===== config.mk =====
export PLATFORM = sky130hd
export DESIGN_NAME = mcu_gpio_responder
export DESIGN_NICKNAME = d
export VERILOG_FILES = /design/src/rtl/mcu_resp_pkg.sv /design/src/rtl/mcu_resp_sync.sv /design/src/rtl/mcu_gpio_responder.sv
export SDC_FILE = /design/constraint.sdc
export NUM_CORES = 1
export LEC_CHECK = 0
export BUFFER_PORTS_ARGS = -buffer_cell sky130_fd_sc_hd__buf_2
export CAP_MARGIN = 30
export CORE_UTILIZATION = 33
export DETAILED_ROUTE_END_ITERATION = 6
export PLACE_DENSITY_LB_ADDON = 0.25
export SLEW_MARGIN = 10
export SYNTH_ARGS = -nofsm -noshare
export SYNTH_HDL_FRONTEND = slang
export SYNTH_SLANG_ARGS = --single-unit

===== constraint.sdc =====
create_clock -name ppm_clk -period 1.85 [get_ports ppm_clk]
set_input_delay 0.0925 -clock ppm_clk [delete_from_list [all_inputs] [get_ports ppm_clk]]
set_output_delay 0.0925 -clock ppm_clk [all_outputs]
set_load 0.005 [all_outputs]

===== src/rtl/mcu_resp_pkg.sv =====
// Shared types and constants for the MCU GPIO link responder.
package mcu_resp_pkg;

  localparam int unsigned CMD_W = 8;
  localparam logic [CMD_W-1:0] CMD_WRITE = 8'h01;
  localparam logic [CMD_W-1:0] CMD_READ  = 8'h02;

  typedef enum logic [2:0] {
    StIdle,
    StCmd,
    StAddr,
    StWdata,
    StRdata,
    StIgnore
  } state_e;

  function automatic int unsigned max3(int unsigned a, int unsigned b, int unsigned c);
    int unsigned m;
    m = (a > b) ? a : b;
    return (m > c) ? m : c;
  endfunction

endpackage


===== src/rtl/mcu_resp_sync.sv =====
// Multi-flop synchroniser for one MCU input line with rise/fall detection on the synced value.
module mcu_resp_sync #(
  parameter int unsigned SyncStages = 2
) (
  input  logic clk,
  input  logic rst_n,
  input  logic din_i,
  output logic sync_o,
  output logic rise_o,
  output logic fall_o
);

  logic [SyncStages-1:0] chain_q;
  logic                  prev_q;

  always_ff @(posedge clk or negedge rst_n) begin
    if (!rst_n) begin
      chain_q <= '0;
      prev_q  <= 1'b0;
    end else begin
      chain_q <= {chain_q[SyncStages-2:0], din_i};
      prev_q  <= chain_q[SyncStages-1];
    end
  end

  assign sync_o = chain_q[SyncStages-1];
  assign rise_o = sync_o & ~prev_q;
  assign fall_o = ~sync_o & prev_q;

endmodule


===== src/rtl/mcu_gpio_responder.sv =====
// Fabric-side responder decoding framed MCU bit-bang transfers into local memory accesses.
// Define MCU_RESP_BURST_EN for multi-word frames with auto-incrementing address.
module mcu_gpio_responder
  import mcu_resp_pkg::*;
#(
  parameter int unsigned ADDR_W      = 8,
  parameter int unsigned DATA_W      = 8,
  parameter int unsigned SYNC_STAGES = 2
) (
  input  logic              ppm_clk,
  input  logic              rst_n,
  input  logic              mcu_cs_n,
  input  logic              mcu_sclk,
  input  logic              mcu_mosi,
  output logic              mcu_miso,
  output logic              mcu_miso_oe_n,
  output logic [ADDR_W-1:0] mem_addr,
  output logic [DATA_W-1:0] mem_wdata,
  output logic              mem_we,
  output logic              mem_re,
  input  logic [DATA_W-1:0] mem_rdata,
  output logic              frame_err
);

  localparam int unsigned CntW = $clog2(max3(CMD_W, ADDR_W, DATA_W)) + 1;

  logic cs_rise, cs_fall, cs_sync_unused;
  logic sclk_rise, sclk_fall, sclk_sync_unused;
  logic mosi_s, mosi_rise_unused, mosi_fall_unused;

  mcu_resp_sync #(.SyncStages(SYNC_STAGES)) u_sync_cs (
    .clk(ppm_clk), .rst_n(rst_n), .din_i(mcu_cs_n),
    .sync_o(cs_sync_unused), .rise_o(cs_rise), .fall_o(cs_fall)
  );

  mcu_resp_sync #(.SyncStages(SYNC_STAGES)) u_sync_sclk (
    .clk(ppm_clk), .rst_n(rst_n), .din_i(mcu_sclk),
    .sync_o(sclk_sync_unused), .rise_o(sclk_rise), .fall_o(sclk_fall)
  );

  mcu_resp_sync #(.SyncStages(SYNC_STAGES)) u_sync_mosi (
    .clk(ppm_clk), .rst_n(rst_n), .din_i(mcu_mosi),
    .sync_o(mosi_s), .rise_o(mosi_rise_unused), .fall_o(mosi_fall_unused)
  );

  state_e            state_q;
  logic [CntW-1:0]   cnt_q;
  logic [CMD_W-1:0]  cmd_q;
  logic [ADDR_W-1:0] addr_q;
  logic [DATA_W-1:0] wdata_q, tx_q;
  logic              we_q, re_q, rd_wait_q, err_q, oe_n_q;
`ifdef MCU_RESP_BURST_EN
  logic [DATA_W-1:0] nxt_q;
  logic              first_q;
`endif

  logic [CMD_W-1:0]  cmd_nxt;
  logic [ADDR_W-1:0] addr_nxt;
  logic [DATA_W-1:0] wdata_nxt;

  assign cmd_nxt   = {cmd_q[CMD_W-2:0], mosi_s};
  assign addr_nxt  = {addr_q[ADDR_W-2:0], mosi_s};
  assign wdata_nxt = {wdata_q[DATA_W-2:0], mosi_s};

  always_ff @(posedge ppm_clk or negedge rst_n) begin
    if (!rst_n) begin
      state_q   <= StIdle;
      cnt_q     <= '0;
      cmd_q     <= '0;
      addr_q    <= '0;
      wdata_q   <= '0;
      tx_q      <= '0;
      we_q      <= 1'b0;
      re_q      <= 1'b0;
      rd_wait_q <= 1'b0;
      err_q     <= 1'b0;
      oe_n_q    <= 1'b1;
`ifdef MCU_RESP_BURST_EN
      nxt_q     <= '0;
      first_q   <= 1'b0;
`endif
    end else begin
      we_q      <= 1'b0;
      re_q      <= 1'b0;
      err_q     <= 1'b0;
      rd_wait_q <= re_q;
`ifdef MCU_RESP_BURST_EN
      // Only the first word of a read loads tx directly; later words wait in nxt_q.
      if (rd_wait_q) begin
        if (first_q) tx_q <= mem_rdata;
        else         nxt_q <= mem_rdata;
      end
      if (we_q) addr_q <= addr_q + 1'b1;
`else
      if (rd_wait_q) tx_q <= mem_rdata;
`endif
      if (cs_rise && state_q != StIdle) begin
        state_q <= StIdle;
        cnt_q   <= '0;
        oe_n_q  <= 1'b1;
`ifdef MCU_RESP_BURST_EN
        err_q   <= state_q inside {StCmd, StAddr};
`else
        err_q   <= state_q inside {StCmd, StAddr, StWdata, StRdata};
`endif
      end else begin
        unique case (state_q)
          StIdle: begin
            if (cs_fall) begin
              state_q <= StCmd;
              cnt_q   <= '0;
            end
          end
          StCmd: begin
            if (sclk_rise) begin
              cmd_q <= cmd_nxt;
              if (cnt_q == CntW'(CMD_W - 1)) begin
                cnt_q <= '0;
                if (cmd_nxt inside {CMD_WRITE, CMD_READ}) begin
                  state_q <= StAddr;
                end else begin
                  state_q <= StIgnore;
                  err_q   <= 1'b1;
                end
              end else begin
                cnt_q <= cnt_q + 1'b1;
              end
            end
          end
          StAddr: begin
            if (sclk_rise) begin
              addr_q <= addr_nxt;
              if (cnt_q == CntW'(ADDR_W - 1)) begin
                cnt_q <= '0;
                if (cmd_q == CMD_READ) begin
                  state_q <= StRdata;
                  oe_n_q  <= 1'b0;
                  re_q    <= 1'b1;
`ifdef MCU_RESP_BURST_EN
                  first_q <= 1'b1;
`endif
                end else begin
                  state_q <= StWdata;
                end
              end else begin
                cnt_q <= cnt_q + 1'b1;
              end
            end
          end
          StWdata: begin
            if (sclk_rise) begin
              wdata_q <= wdata_nxt;
              if (cnt_q == CntW'(DATA_W - 1)) begin
                cnt_q <= '0;
                we_q  <= 1'b1;
`ifndef MCU_RESP_BURST_EN
                state_q <= StIgnore;
`endif
              end else begin
                cnt_q <= cnt_q + 1'b1;
              end
            end
          end
          StRdata: begin
            // The fall right after the last address bit must not shift: bit MSB is still unread.
            if (sclk_fall) begin
              if (cnt_q != '0) tx_q <= tx_q << 1;
`ifdef MCU_RESP_BURST_EN
              else if (!first_q) tx_q <= nxt_q;
              if (cnt_q == CntW'(DATA_W - 1)) begin
                re_q   <= 1'b1;
                addr_q <= addr_q + 1'b1;
              end
`endif
            end
            if (sclk_rise) begin
`ifdef MCU_RESP_BURST_EN
              first_q <= 1'b0;
`endif
              if (cnt_q == CntW'(DATA_W - 1)) begin
                cnt_q <= '0;
`ifndef MCU_RESP_BURST_EN
                state_q <= StIgnore;
                oe_n_q  <= 1'b1;
`endif
              end else begin
                cnt_q <= cnt_q + 1'b1;
              end
            end
          end
          StIgnore: ;
          default: state_q <= StIdle;
        endcase
      end
    end
  end

  assign mem_addr      = addr_q;
  assign mem_wdata     = wdata_q;
  assign mem_we        = we_q;
  assign mem_re        = re_q;
  assign frame_err     = err_q;
  assign mcu_miso_oe_n = oe_n_q;
  assign mcu_miso      = tx_q[DATA_W-1] & ~oe_n_q;

endmodule

==> results.cfg <==
[run_status]
status = completed

[detailed_routing]
wire_per_inst_um = 12.1
via_per_inst = 4.80
drt_iter0_markers = 85
firstDrtPassIters = 4
drc = 0
drtAntennaViolNets = 0
vias = 1664
wirelength_um = 4190

[synth]
yosysSeqAreaShare_pct = 55.9
yosysWarnings = 0
synth.distinct_cells = 46
ys.flop_type = dfrtp_1
synth-async-reset-ratio_pct = 100
synth_edf_count = 0
synth_nets = 213
netlist_instances = 198
synth_area_um2 = 2330
ys_ff_latch = 52
syn_area_per_cell_um2 = 11.8

[timing]
hold_viol = 0
slew_headroom_pct = 72.7
worst_pin_slew_ps = 410
setup_violations = 0
drv_slew = 0
fin_skew_ps = 7.10
fmax_ghz = 0.584
rsz0062_at_grt = no
tns_ps = 0
period_needed_ps = 1710
finalCritPeriodShare_pct = 92.5

[layout]
nNetsFinal = 265
n_antenna_cell = 0
drive_above_1_share_pct = 37.1
final_cells = 347
final_cell_mix = 50 x dfrtp_1, 33 x buf_2, 25 x mux2_2, 15 x o21ai_0, 15 x buf_4
area_growth_pct = 23.0
layout_commonest_cell = dfrtp_1

[floorplan]
core_um2 = 6790
die_x_um = 86.0
boundaryPins = 34
start_util_pct = 34.3
rows = 30
die_area_um2 = 7400
die_y_um = 86.0

[power_and_ir_drop]
clockPowerShare_pct = 20.3
internal_power_w = 0.00227
p_seq_share_pct = 45.6
comb_power_share_pct = 34.1
power.switching_w = 0.00113
ir_worst_vdd_mv = 0.468
powerDensity_nw_per_um2 = 1190
cellLeakagePower_nw = 1.35
switching_share_pct = 33.2

[clock_network]
worstSkewPairLatency_ps = 300
clkTransAtPathRegs_ps = 90
clkSinkCount = 52
cts_tree = built
cts-root-buf = clkbuf_8
htreeDepth = 2
cts_buffers = 5
cts.path.max_buffers = 2

[grt]
antenna_found_initial = 0
grt_max_degree = 26
grt_pass1_wl_um = 7400
grt_overflow = 0
grt.total_usage_pct = 12.7
grt_pass1_vias = 1643

[critical_path]
required_ps = 2060
reg2reg_setup_slack_ps = 140
endpoint_kind = flip-flop
arrival_ps = 1930
startpoint_type = flip-flop
crit_fanout = 6
criticalPathCategory = flip-flop to flip-flop

[min_path]
hold_class = input port to flip-flop

[placement]
port_buffers = 33
dpl.hpwl_um = 3030
gp_congestion = 0.892
place_inst = 332

[flow_run]
cap_violations = 0
[worst max-delay path: stages, from the launching register on]
cell	delay, ps
dfrtp_1	400
and2b_2	280
a211oi_1	80
or3_4	420
or2_4	290
o31ai_4	160
[final timing paths]
check | start | endpoint | cells after the start
worst min register to register | u_sync_mosi.chain_q[0] | u_sync_mosi.chain_q[1] | 0
worst min-delay path | mem_rdata[0] | tx_q[0] | 3
min in group asynchronous | rst_n | u_sync_sclk.chain_q[0] | 2
max in group asynchronous | rst_n | state_q[0] | 3
worst max-delay path | u_sync_sclk.prev_q | cnt_q[0] | 5
worst max register to register | u_sync_sclk.prev_q | cnt_q[0] | 5
[state kept, by name, indices dropped and copies added (netlist names), 3 cells and up]
| signal | flops |
|---|---|
| cmd_q | 8 |
| mem_addr | 8 |
| mem_wdata | 8 |
| tx_q | 8 |
| cnt_q | 4 |
| state_q | 3 |
[metal layers]
layer / vias up / track usage (%) / wire, um
li1: 816 / - / -
met1: 802 / 17.3 / 2000
met2: 37 / 19.8 / 1940
met3: 9 / 2.69 / 173
met4: 0 / 4.55 / 80
met5: - / 0 / 0
[through the flow]
stage | utilization, % | instance area [um^2] | hold slack (ps) | total power (W) | setup slack, ps
floorplan | - | 2330 | -203 | 0.00234 | 142
global placement | 39.8 | 2700 | 58.8 | 0.00268 | 137
detailed placement | 39.8 | 2700 | 53.5 | 0.00269 | 97.9
CTS | 41.8 | 2840 | 40.6 | 0.00340 | 81.6
global route | 42.2 | 2870 | 46.2 | 0.00369 | 29.3
finish | 42.2 | 2870 | 50.6 | 0.00340 | 139
[cells in the mapped netlist (all sizes together) (2+ instances only)]
| master | count | area share (%) |
|---|---|---|
| a211oi | 2 | 0.86 |
| a21oi | 4 | 0.86 |
| a31oi | 2 | 0.54 |
| and2b | 2 | 0.70 |
| and3 | 2 | 0.54 |
| buf | 8 | 1.8 |
| dfrtp | 51 | 55 |
| ha | 2 | 1.1 |
| inv | 6 | 0.97 |
| mux2 | 25 | 12 |
| mux2i | 8 | 3.4 |
| nand2 | 14 | 2.3 |
| nand2b | 2 | 0.54 |
| nand3 | 7 | 1.5 |
| nor2 | 10 | 1.9 |
| nor2b | 4 | 1.1 |
| nor3 | 5 | 1.1 |
| nor4 | 3 | 0.81 |
| o211ai | 2 | 0.64 |
| o21ai | 18 | 3.9 |
| o31ai | 2 | 1.2 |
| or2 | 2 | 0.64 |
| or3 | 3 | 1.0 |
[power by group through the flow]
| stage | clock [W] | combinational (W) | sequential [W] |
|---|---|---|---|
| global placement | 0 | 0.00111 | 0.00157 |
| floorplan | 0 | 0.000830 | 0.00151 |
| CTS | 0.000724 | 0.00112 | 0.00155 |
| finish | 0.000691 | 0.00116 | 0.00155 |
| detailed placement | 0 | 0.00111 | 0.00157 |
| global route | 0.000769 | 0.00134 | 0.00159 |
[kinds of logic after synthesis]
logic type	after synthesis	synth area share (%)
xor gates and xnor gates	1	0.376
DFF	52	55.9
buffers and inverters	15	2.90
and+or+nand+nor	60	14.3
adders and majority gates	2	1.07
muxes	33	15.5
AOI/OAI and AO/OA	35	9.93
[timing repair]
item                                    CTS  global route
setup buffers                             0             3
hold buffers                              4             0
endpoints found under the setup margin    0             3
gates resized for setup                   0             2
hold endpoints to repair                 17             0
[area by class of cell]
cell class,count,area (um^2)
Sequential cell,52,1300
Tap cell,96,120
Fill cell,662,3930
Clock buffer,8,100
Inverter,6,22.5
Multi-Input combinational cell,131,963
Timing Repair Buffer,54,358
(Power assumes the default switching activity.)
